<file path="config.mk">
export PLATFORM = sky130hd
export DESIGN_NAME = ddbb256_cfg_enum
export DESIGN_NICKNAME = d
export VERILOG_FILES = /design/src/rtl/ddbb256_cfg_enum.sv
export SDC_FILE = /design/constraint.sdc
export NUM_CORES = 1
export LEC_CHECK = 0
export CAP_MARGIN = 20
export CORE_UTILIZATION = 30
export CTS_BUF_LIST = sky130_fd_sc_hd__clkbuf_16
export DETAILED_ROUTE_END_ITERATION = 10
export HOLD_SLACK_MARGIN = 0.05
export SYNTH_ARGS = -nofsm -noshare
export SYNTH_HDL_FRONTEND = slang
export SYNTH_SLANG_ARGS = --single-unit
</file>
<file path="constraint.sdc">
create_clock -name clk_i -period 11.8 [get_ports clk_i]
set_clock_uncertainty 0.05 [all_clocks]
set_input_delay 2.36 -clock clk_i [delete_from_list [all_inputs] [get_ports clk_i]]
set_output_delay 2.36 -clock clk_i [all_outputs]
set_load 0.05 [all_outputs]
</file>
<file path="src/rtl/ddbb256_cfg_enum.sv">
// ddbb256 config-space enumerator: scans device slots, sizes BAR0-2,
// assigns aligned bases from a linear window and enables each device.
module ddbb256_cfg_enum #(
  parameter logic [7:0]  CFG_BUS   = 8'd0,
  parameter logic [4:0]  FIRST_DEV = 5'd0,
  parameter logic [4:0]  LAST_DEV  = 5'd31,
  parameter logic [31:0] MEM_BASE  = 32'h40000000,
  parameter logic [31:0] MEM_LIMIT = 32'h7FFFFFFF,
  parameter logic [7:0]  TIMEOUT   = 8'd63,
  parameter logic [15:0] TID       = 16'h0
) (
  input  logic         clk_i,
  input  logic         rst_i,
  input  logic         start_i,
  output logic         busy_o,
  output logic         done_o,
  output logic         err_o,
  output logic [31:0]  dev_map_o,
  output logic [31:0]  next_adr_o,
  output logic         cs_config_o,
  output logic         cyc_o,
  output logic         we_o,
  output logic [31:0]  sel_o,
  output logic [31:0]  adr_o,
  output logic [255:0] dat_o,
  output logic [15:0]  tid_o,
  input  logic [255:0] dat_i,
  input  logic         ack_i
);

  typedef enum logic [3:0] {
    S_IDLE, S_RD_ID, S_WR_ONES, S_RD_MASK,
    S_ALLOC0, S_ALLOC1, S_ALLOC2,
    S_WR_BAR, S_NEXT, S_FIN
  } state_t;

  state_t         r_state;
  logic [4:0]     r_dev;
  logic           r_cyc;
  logic           r_we;
  logic [31:0]    r_sel;
  logic [31:0]    r_adr;
  logic [255:0]   r_dat;
  logic [7:0]     r_cnt;
  logic [95:0]    r_mask;
  logic [95:0]    r_base;
  logic [2:0]     r_used;
  logic [31:0]    r_ptr;
  logic [31:0]    r_map;
  logic           r_busy;
  logic           r_done;
  logic           r_err;

  logic [1:0]     w_idx;
  state_t         w_alloc_nxt;
  logic [31:0]    w_mask;
  logic [31:0]    w_size;
  logic [32:0]    w_sum;
  logic [31:0]    w_base;
  logic [32:0]    w_end;
  logic [32:0]    w_last;
  logic           w_ovf;
  logic           w_we;
  logic [31:0]    w_sel;
  logic [255:0]   w_dat;
  logic [31:0]    w_adr;
  logic           w_vid_bad;
  logic           w_unused;

  assign w_unused = ^{dat_i[255:224], dat_i[127:16]};

  assign w_adr = {4'h0, CFG_BUS[6:0], r_dev,
                  3'b000, 4'h0, 4'h0, 5'h0};

  assign w_vid_bad = (dat_i[15:0] == 16'h0000) ||
                     (dat_i[15:0] == 16'hFFFF);

  always_comb begin
    w_idx       = 2'd0;
    w_alloc_nxt = S_WR_BAR;
    unique case (r_state)
      S_ALLOC0: begin
        w_idx       = 2'd0;
        w_alloc_nxt = S_ALLOC1;
      end
      S_ALLOC1: begin
        w_idx       = 2'd1;
        w_alloc_nxt = S_ALLOC2;
      end
      S_ALLOC2: begin
        w_idx       = 2'd2;
        w_alloc_nxt = S_WR_BAR;
      end
      default: begin
        w_idx       = 2'd0;
        w_alloc_nxt = S_WR_BAR;
      end
    endcase
  end

  // Natural alignment: round ptr up to the BAR size, all in 33 bits
  assign w_mask = r_mask[{w_idx, 5'd0} +: 32];
  assign w_size = ~w_mask + 32'd1;
  assign w_sum  = {1'b0, r_ptr} + {1'b0, w_size} - 33'd1;
  assign w_base = w_sum[31:0] & w_mask;
  assign w_end  = {1'b0, w_base} + {1'b0, w_size};
  assign w_last = w_end - 33'd1;
  assign w_ovf  = w_sum[32] | w_end[32] |
                  (w_last > {1'b0, MEM_LIMIT});

  always_comb begin
    w_we  = 1'b0;
    w_sel = 32'h0;
    w_dat = '0;
    unique case (r_state)
      S_WR_ONES: begin
        w_we            = 1'b1;
        w_sel[27:16]    = 12'hFFF;
        w_dat[223:128]  = {96{1'b1}};
      end
      S_WR_BAR: begin
        w_we            = 1'b1;
        w_sel[9:8]      = 2'b11;
        w_sel[19:16]    = {4{r_used[0]}};
        w_sel[23:20]    = {4{r_used[1]}};
        w_sel[27:24]    = {4{r_used[2]}};
        w_dat[71:64]    = 8'h06;
        w_dat[223:128]  = r_base;
      end
      default: begin
        w_we  = 1'b0;
        w_sel = 32'hFFFFFFFF;
        w_dat = '0;
      end
    endcase
  end

  always_ff @(posedge clk_i) begin
    if (rst_i) begin
      r_state <= S_IDLE;
      r_dev   <= FIRST_DEV;
      r_cyc   <= 1'b0;
      r_we    <= 1'b0;
      r_sel   <= 32'h0;
      r_adr   <= 32'h0;
      r_dat   <= '0;
      r_cnt   <= 8'h0;
      r_mask  <= '0;
      r_base  <= '0;
      r_used  <= 3'b000;
      r_ptr   <= MEM_BASE;
      r_map   <= 32'h0;
      r_busy  <= 1'b0;
      r_done  <= 1'b0;
      r_err   <= 1'b0;
    end else begin
      unique case (r_state)
        S_IDLE: begin
          if (start_i) begin
            r_state <= S_RD_ID;
            r_dev   <= FIRST_DEV;
            r_ptr   <= MEM_BASE;
            r_map   <= 32'h0;
            r_busy  <= 1'b1;
            r_done  <= 1'b0;
            r_err   <= 1'b0;
          end
        end
        S_RD_ID, S_WR_ONES, S_RD_MASK, S_WR_BAR: begin
          if (!r_cyc) begin
            r_cyc <= 1'b1;
            r_cnt <= 8'h0;
            r_we  <= w_we;
            r_sel <= w_sel;
            r_dat <= w_dat;
            r_adr <= w_adr;
          end else if (ack_i || (r_cnt == TIMEOUT)) begin
            // Dropping cyc here guarantees an idle cycle before the next one
            r_cyc <= 1'b0;
            r_we  <= 1'b0;
            r_sel <= 32'h0;
            r_dat <= '0;
            r_adr <= 32'h0;
            if (!ack_i) begin
              r_state <= S_NEXT;
            end else if (r_state == S_RD_ID) begin
              r_state <= w_vid_bad ? S_NEXT : S_WR_ONES;
            end else if (r_state == S_WR_ONES) begin
              r_state <= S_RD_MASK;
            end else if (r_state == S_RD_MASK) begin
              r_mask  <= dat_i[223:128] & {3{32'hFFFFFFF0}};
              r_state <= S_ALLOC0;
            end else begin
              r_map[r_dev] <= 1'b1;
              r_state      <= S_NEXT;
            end
          end else begin
            r_cnt <= r_cnt + 8'd1;
          end
        end
        S_ALLOC0, S_ALLOC1, S_ALLOC2: begin
          if ((w_mask != 32'h0) && w_ovf) begin
            r_err   <= 1'b1;
            r_state <= S_FIN;
          end else begin
            r_used[w_idx] <= (w_mask != 32'h0);
            r_base[{w_idx, 5'd0} +: 32] <=
              (w_mask != 32'h0) ? w_base : 32'h0;
            if (w_mask != 32'h0) r_ptr <= w_end[31:0];
            r_state <= w_alloc_nxt;
          end
        end
        S_NEXT: begin
          if (r_dev == LAST_DEV) begin
            r_state <= S_FIN;
          end else begin
            r_dev   <= r_dev + 5'd1;
            r_state <= S_RD_ID;
          end
        end
        S_FIN: begin
          r_busy  <= 1'b0;
          r_done  <= 1'b1;
          r_state <= S_IDLE;
        end
        default: r_state <= S_IDLE;
      endcase
    end
  end

  assign busy_o      = r_busy;
  assign done_o      = r_done;
  assign err_o       = r_err;
  assign dev_map_o   = r_map;
  assign next_adr_o  = r_ptr;
  assign cs_config_o = r_cyc;
  assign cyc_o       = r_cyc;
  assign we_o        = r_we;
  assign sel_o       = r_sel;
  assign adr_o       = r_adr;
  assign dat_o       = r_dat;
  assign tid_o       = TID;

endmodule

</file>
After elaboration in Yosys (flattened, before gate mapping) --
Cells that the tools add are included.
Storage, ports and cells: flip-flop bits (word level) 589
Cells by class: add/subtract/negate cells 8, $lt $le $gt $ge 5, equal/unequal tests 25, shifts and indexed selects 3, mux-type cells 60, bitwise operators 8, reduce and logical (&&, ||, !) cells 25
Operator list (number):
- two-way mux 256 bit | 2
- two-way mux 32 bit | 14
- one-hot mux 96 bit (2 select lines) | 1
- one-hot mux 32 bit (2 select lines) | 2
- bitwise mux 96 bit | 1
- variable shift 32 x 9 -> 96 bit (first input constant) | 1
- variable part select 32 x 9 -> 96 bit | 1
- variable part select 96 x 8 -> 32 bit | 1
- adder 32 x 32 -> 33 bit | 2
- subtractor 33 x 1 -> 33 bit (second input constant) | 2
- two-way mux 4 bit | 11
- > comparator 33 x 31 -> 1 bit (second input constant) | 1
- adder 32 x 1 -> 32 bit (second input constant) | 1
- bitwise AND 32 bit | 1
- NOT 32 bit | 1
- bitwise OR 32 bit | 1
- nonzero test 32 bit | 1
- two-way mux 8 bit | 3
- != test 2 bit (second input constant) | 12
- equality test 16 bit (second input constant) | 1
- equality test 4 x 3 -> 1 bit (second input constant) | 4
- zero test 16 bit | 1
- one-hot mux 4 bit (4 select lines) | 1
- two-way mux 12 bit | 1
- 38 further kinds | 67

Depth between registers and ports, before layout --
depth in word-level cells 15, depth in mapped cells 49

Least setup slack after synthesis --
No wires, ideal clock.
path kind register to register, from register r_state[3], to register r_base[26], setup time 0.060 ns, arrival 9.905 ns, setup slack 1.786 ns, stages on the path, launching flop included 48, path buffers 8, clock period less this slack 10.014 ns, cell sequence dfxtp_1 -> buf_6 -> nor4bb_2 -> inv_1 -> clkbuf_1 -> clkbuf_1 -> ha_1 -> clkinv_1 -> nand2_1 -> clkbuf_1 -> clkbuf_1 -> clkbuf_1 -> o22ai_1 -> nor2_1 -> xnor2_1 -> inv_1 -> ha_1 -> inv_1 -> [... 12 more ...] -> clkbuf_1 -> a21oi_1 -> o21bai_1 -> a21oi_1 -> o21ai_0 -> nand2_1 -> o21ai_0 -> a2111oi_0 -> nand4_1 -> nor3_1 -> and4b_1 -> nand4_1 -> or3_1 -> o41ai_2 -> nor3_4 -> o31ai_4 -> buf_6 -> a22o_1
On the way: longest elaborated chain between the ends 15, elaborated cells on any way between the ends 25, classes of those cells 6 x add/sub; 1 x order compare; 3 x eq/ne; 3 x shift; 3 x mux; 5 x bitwise; 4 x reduce/logical
Ends and longest elaborated chain:
- start: declaration | RTL line 37 | state_t r_state;
- start signal: assignment | RTL line 187 | r_state <= w_vid_bad ? S_NEXT : S_WR_ONES;
- start signal: assignment | RTL line 210 | r_state <= w_alloc_nxt;
- equality test 4 x 3 -> 1 bit | RTL line 81, 157
- one-hot mux 2 bit (2 select lines) | RTL line 81 | unique case (r_state)
- variable part select 96 x 8 -> 32 bit | RTL line 102 | assign w_mask = r_mask[{w_idx, 5'd0} +: 32];
- NOT 32 bit | RTL line 103 | assign w_size = ~w_mask + 32'd1;
- adder 32 x 1 -> 32 bit | RTL line 103
- adder 32 x 32 -> 33 bit | RTL line 104 | assign w_sum = {1'b0, r_ptr} + {1'b0, w_size} - 33'd1;
- subtractor 33 x 1 -> 33 bit | RTL line 104
- bitwise AND 32 bit | RTL line 105 | assign w_base = w_sum[31:0] & w_mask;
- adder 32 x 32 -> 33 bit | RTL line 106 | assign w_end = {1'b0, w_base} + {1'b0, w_size};
- subtractor 33 x 1 -> 33 bit | RTL line 107 | assign w_last = w_end - 33'd1;
- > comparator 33 x 31 -> 1 bit | RTL line 109 | (w_last > {1'b0, MEM_LIMIT});
- bitwise OR 1 bit | RTL line 108 | assign w_ovf = w_sum[32] | w_end[32] |
- logical AND 1 bit | RTL line 202 | if ((w_mask != 32'h0) && w_ovf) begin
- NOT 1 bit (no source line)
- AND reduction 2 bit (no source line)
- end signal: indexed assignment | RTL line 207 | r_base[{w_idx, 5'd0} +: 32] <=
- end: declaration | RTL line 46 | logic [95:0] r_base;
Several ways; a longest one is shown, not always the timed one. A chain may end at the register's enable or synchronous reset.

Worst setup path in the final report --
from register r_state[0], to register r_base[63]
Same word-level chain as after synthesis.

==> metrics.csv <==
stage,metric,value,unit
run_status,status,completed,
detailed_routing,DRT Pass-1 Iters,5,
floorplan,Top Ports,666,
logic_synthesis,"Seq/Total Area, Yosys",35.78,%
sta,RSZ-0062 raised after global routing,no,
worst_setup_path,Critical Path Start Type,register,
logic_synthesis,cells after synthesis,2428,
worst_setup_path,critical path class,register to register,
detailed_routing,vias,16860,
pwr,Pwr Density,146.8,nW/um2
detailed_routing,average wire per standard cell,17.31,um
global_routing,first-pass GRT wire length,92.40,mm
logic_synthesis,Synth Flop Type,dfxtp_1,
clock_network,H-tree Lvls,2,
clock_network,clk sinks,349,
worst_setup_path,"Arr. time, crit path",11.30,ns
finish,multi-input logic area,10470,um2
global_routing,GRT Total Usage,17.95,%
clock_network,hold buffers post-CTS,0,
clock_network,clk root buf,clkbuf_16,
logic_synthesis,Post-Synthesis Cell Area,19520,um2
clock_network,Post-CTS Setup Inserts,0,
flow_run,max cap viols,0,
sta,Max-slew headroom,27.86,%
detailed_routing,final WL,61.34,mm
placed_design,GPL Wtd Cong,0.8935,
detailed_routing,DRC,0,
detailed_routing,via/cell ratio,4.760,
logic_synthesis,asr flop ratio synth,0,%
finish,utilization after layout,37.13,%
finish,FF+latch area,6987,um2
floorplan,standard-cell rows,93,
finish,area added between synthesis and finish,22.35,%
worst_setup_path,most frequent CP cell,inv_1,
finish,fill count,6725,
logic_synthesis,#FFs+latches synth,349,
finish,share of cells above drive strength 1,5.915,%
sta,minimum clock period,10.89,ns
global_routing,largest net degree at the start of global routing,98,
clock_network,CTS tree,yes,
worst_setup_path,Critical-path top delay cell,dfxtp_1,
worst_hold_path,Hold Path Class,register to register,
logic_synthesis,synth unique cells,98,
worst_setup_path,CP max FO,23,
placed_design,port buffer count,304,
global_routing,vias in the first global route,15290,
sta,setup_tns,0,ns
floorplan,Die Area,66110,um2
sta,Final Max Slew Viols,0,
logic_synthesis,Synth warnings,0,
global_routing,antenna violations before repair,0,
placed_design,hpwl dp,45.75,mm
floorplan,starting density of the core,30.34,%
global_routing,grt ovf,0,
floorplan,chip width,257.1,um
clock_network,CTS max path bufs,3,
finish,"commonest non-fill, non-tap cells in the layout","nand2_1, dfxtp_1, clkdlybuf4s50_1",
sta,"Hold Violations, Final",0,
sta,fin crit share,92.27,%
sta,Fmax,91.85,MHz
detailed_routing,Antenna Violating Nets Remaining,0,
clock_network,clock slew at reported path FFs,0.06,ns
worst_setup_path,"slowest stage delay, CP",0.67,ns
clock_network,clock latency on the worst-skew pair,0.58,ns
logic_synthesis,Mean Syn Cell Area,8.042,um2
worst_setup_path,nature of the critical path endpoint,register,
logic_synthesis,number of flops mapped to enable cells by yosys,0,
pwr,Worst VDD drop,0.00009825,V
sta,final setup fails,0,
finish,"most common cell after layout, fill and taps aside",nand2_1,
floorplan,Die Y,257.1,um
floorplan,Core ar.,64350,um2
worst_setup_path,Critical Path RT,12.21,ns
pwr,leak pwr,9.280,nW
finish,Antenna Cells,0,
detailed_routing,drt first-iter violations,1002,
worst_setup_path,Worst R2R Setup Slack,0.91,ns
sta,Worst-Margin Slew,1.082,ns
finish,final net count,3005,
clock_network,post-CTS sizing,0,
clock_network,CTS Buf Count,41,
routing by layer:
layer,share of wire [%],track usage [%],up-vias
met5,0,0,-
met3,6.4,3.822,74
met2,47,30.45,530
li1,-,-,8437
met1,44,22.84,7822
met4,2.3,4.878,0
cell type report:
type	instances	share of cell area, %
multi-input cells	1784	43.83
flip-flops and latches	349	29.25
repair buffers	350	14.50
well taps	855	4.478
clock buffers	41	4.295
inverters	129	2.027
clock inverters	35	1.618
power breakdown:
group	total, mW	internal [mW]	switching [mW]	leakage [nW]
logic	0.940	0.260	0.680	5.76
registers	1.24	1.20	0.0458	2.81
clock network	1.33	0.778	0.547	0.706
registers in the layout, summed over array words and instances, names as in the netlist, 3 cells and up:
name        flops
next_adr_o     28
dat_o          86
r_base         84
sel_o           5
r_cnt           8
r_dev           5
r_mask         84
adr_o           5
r_used          3
dev_map_o      32
r_state         4
through the flow:
stage / cell area, um2 / total power, mW / hold slack, ns / setup WS [ns] / instances
after global routing: 23890 / 3.650 / 0.4132 / 0.1064 / 3543
after global placement: 22480 / 2.209 / 0.3882 / 0.9931 / 3467
after detailed placement: 22480 / 2.209 / 0.3923 / 0.9989 / 3467
final: 23890 / 3.507 / 0.3992 / 0.9125 / 3543
after CTS: 23890 / 3.544 / 0.4008 / 0.9452 / 3543
after floorplan: 20290 / 2.059 / 0.3772 / 1.786 / 2633
cells in the mapped netlist (30+ instances only):
master    count  share of area [%]
nand2_1     365                7.0
dfxtp_1     349                 36
a21oi_1     266                6.8
buf_4       248                9.5
nor2_1      141                2.7
o21ai_0     139                3.6
inv_1       127                2.4
clkbuf_1    105                2.0
ha_1         89                5.7
a22o_1       79                3.5
xnor2_1      43                1.9
nand3_1      33               0.85
xor2_1       30                1.3
cell families after synthesis:
logic type	share of synthesized area [%]
simple gates	17.62
compound gates	22.19
buf+inv	14.75
flops	35.78
fa+ha+maj	5.806
xor+xnor	3.525
mux	0.3076
other cells	0.01921
critical path: cells and delay by family (launching register included):
kind / cells / cell delay, ns
flip-flops: 1 / 0.67
XOR/XNOR: 1 / 0.20
buffers and inverters: 9 / 1.48
AO/OA/AOI/OAI: 15 / 3.85
adder cells (fa/ha/maj): 4 / 1.48
AND/OR/NAND/NOR: 16 / 3.07
final timing paths:
path	start	end	depth (start not counted)
setup reg to reg	r_state[0]	r_base[63]	45
hold reg to reg	dat_o[210]	dat_o[210]	2
hold / removal	dat_o[210]	dat_o[210]	2
setup / recovery	r_state[0]	r_base[63]	45
Power figures use the tool's default switching activity.
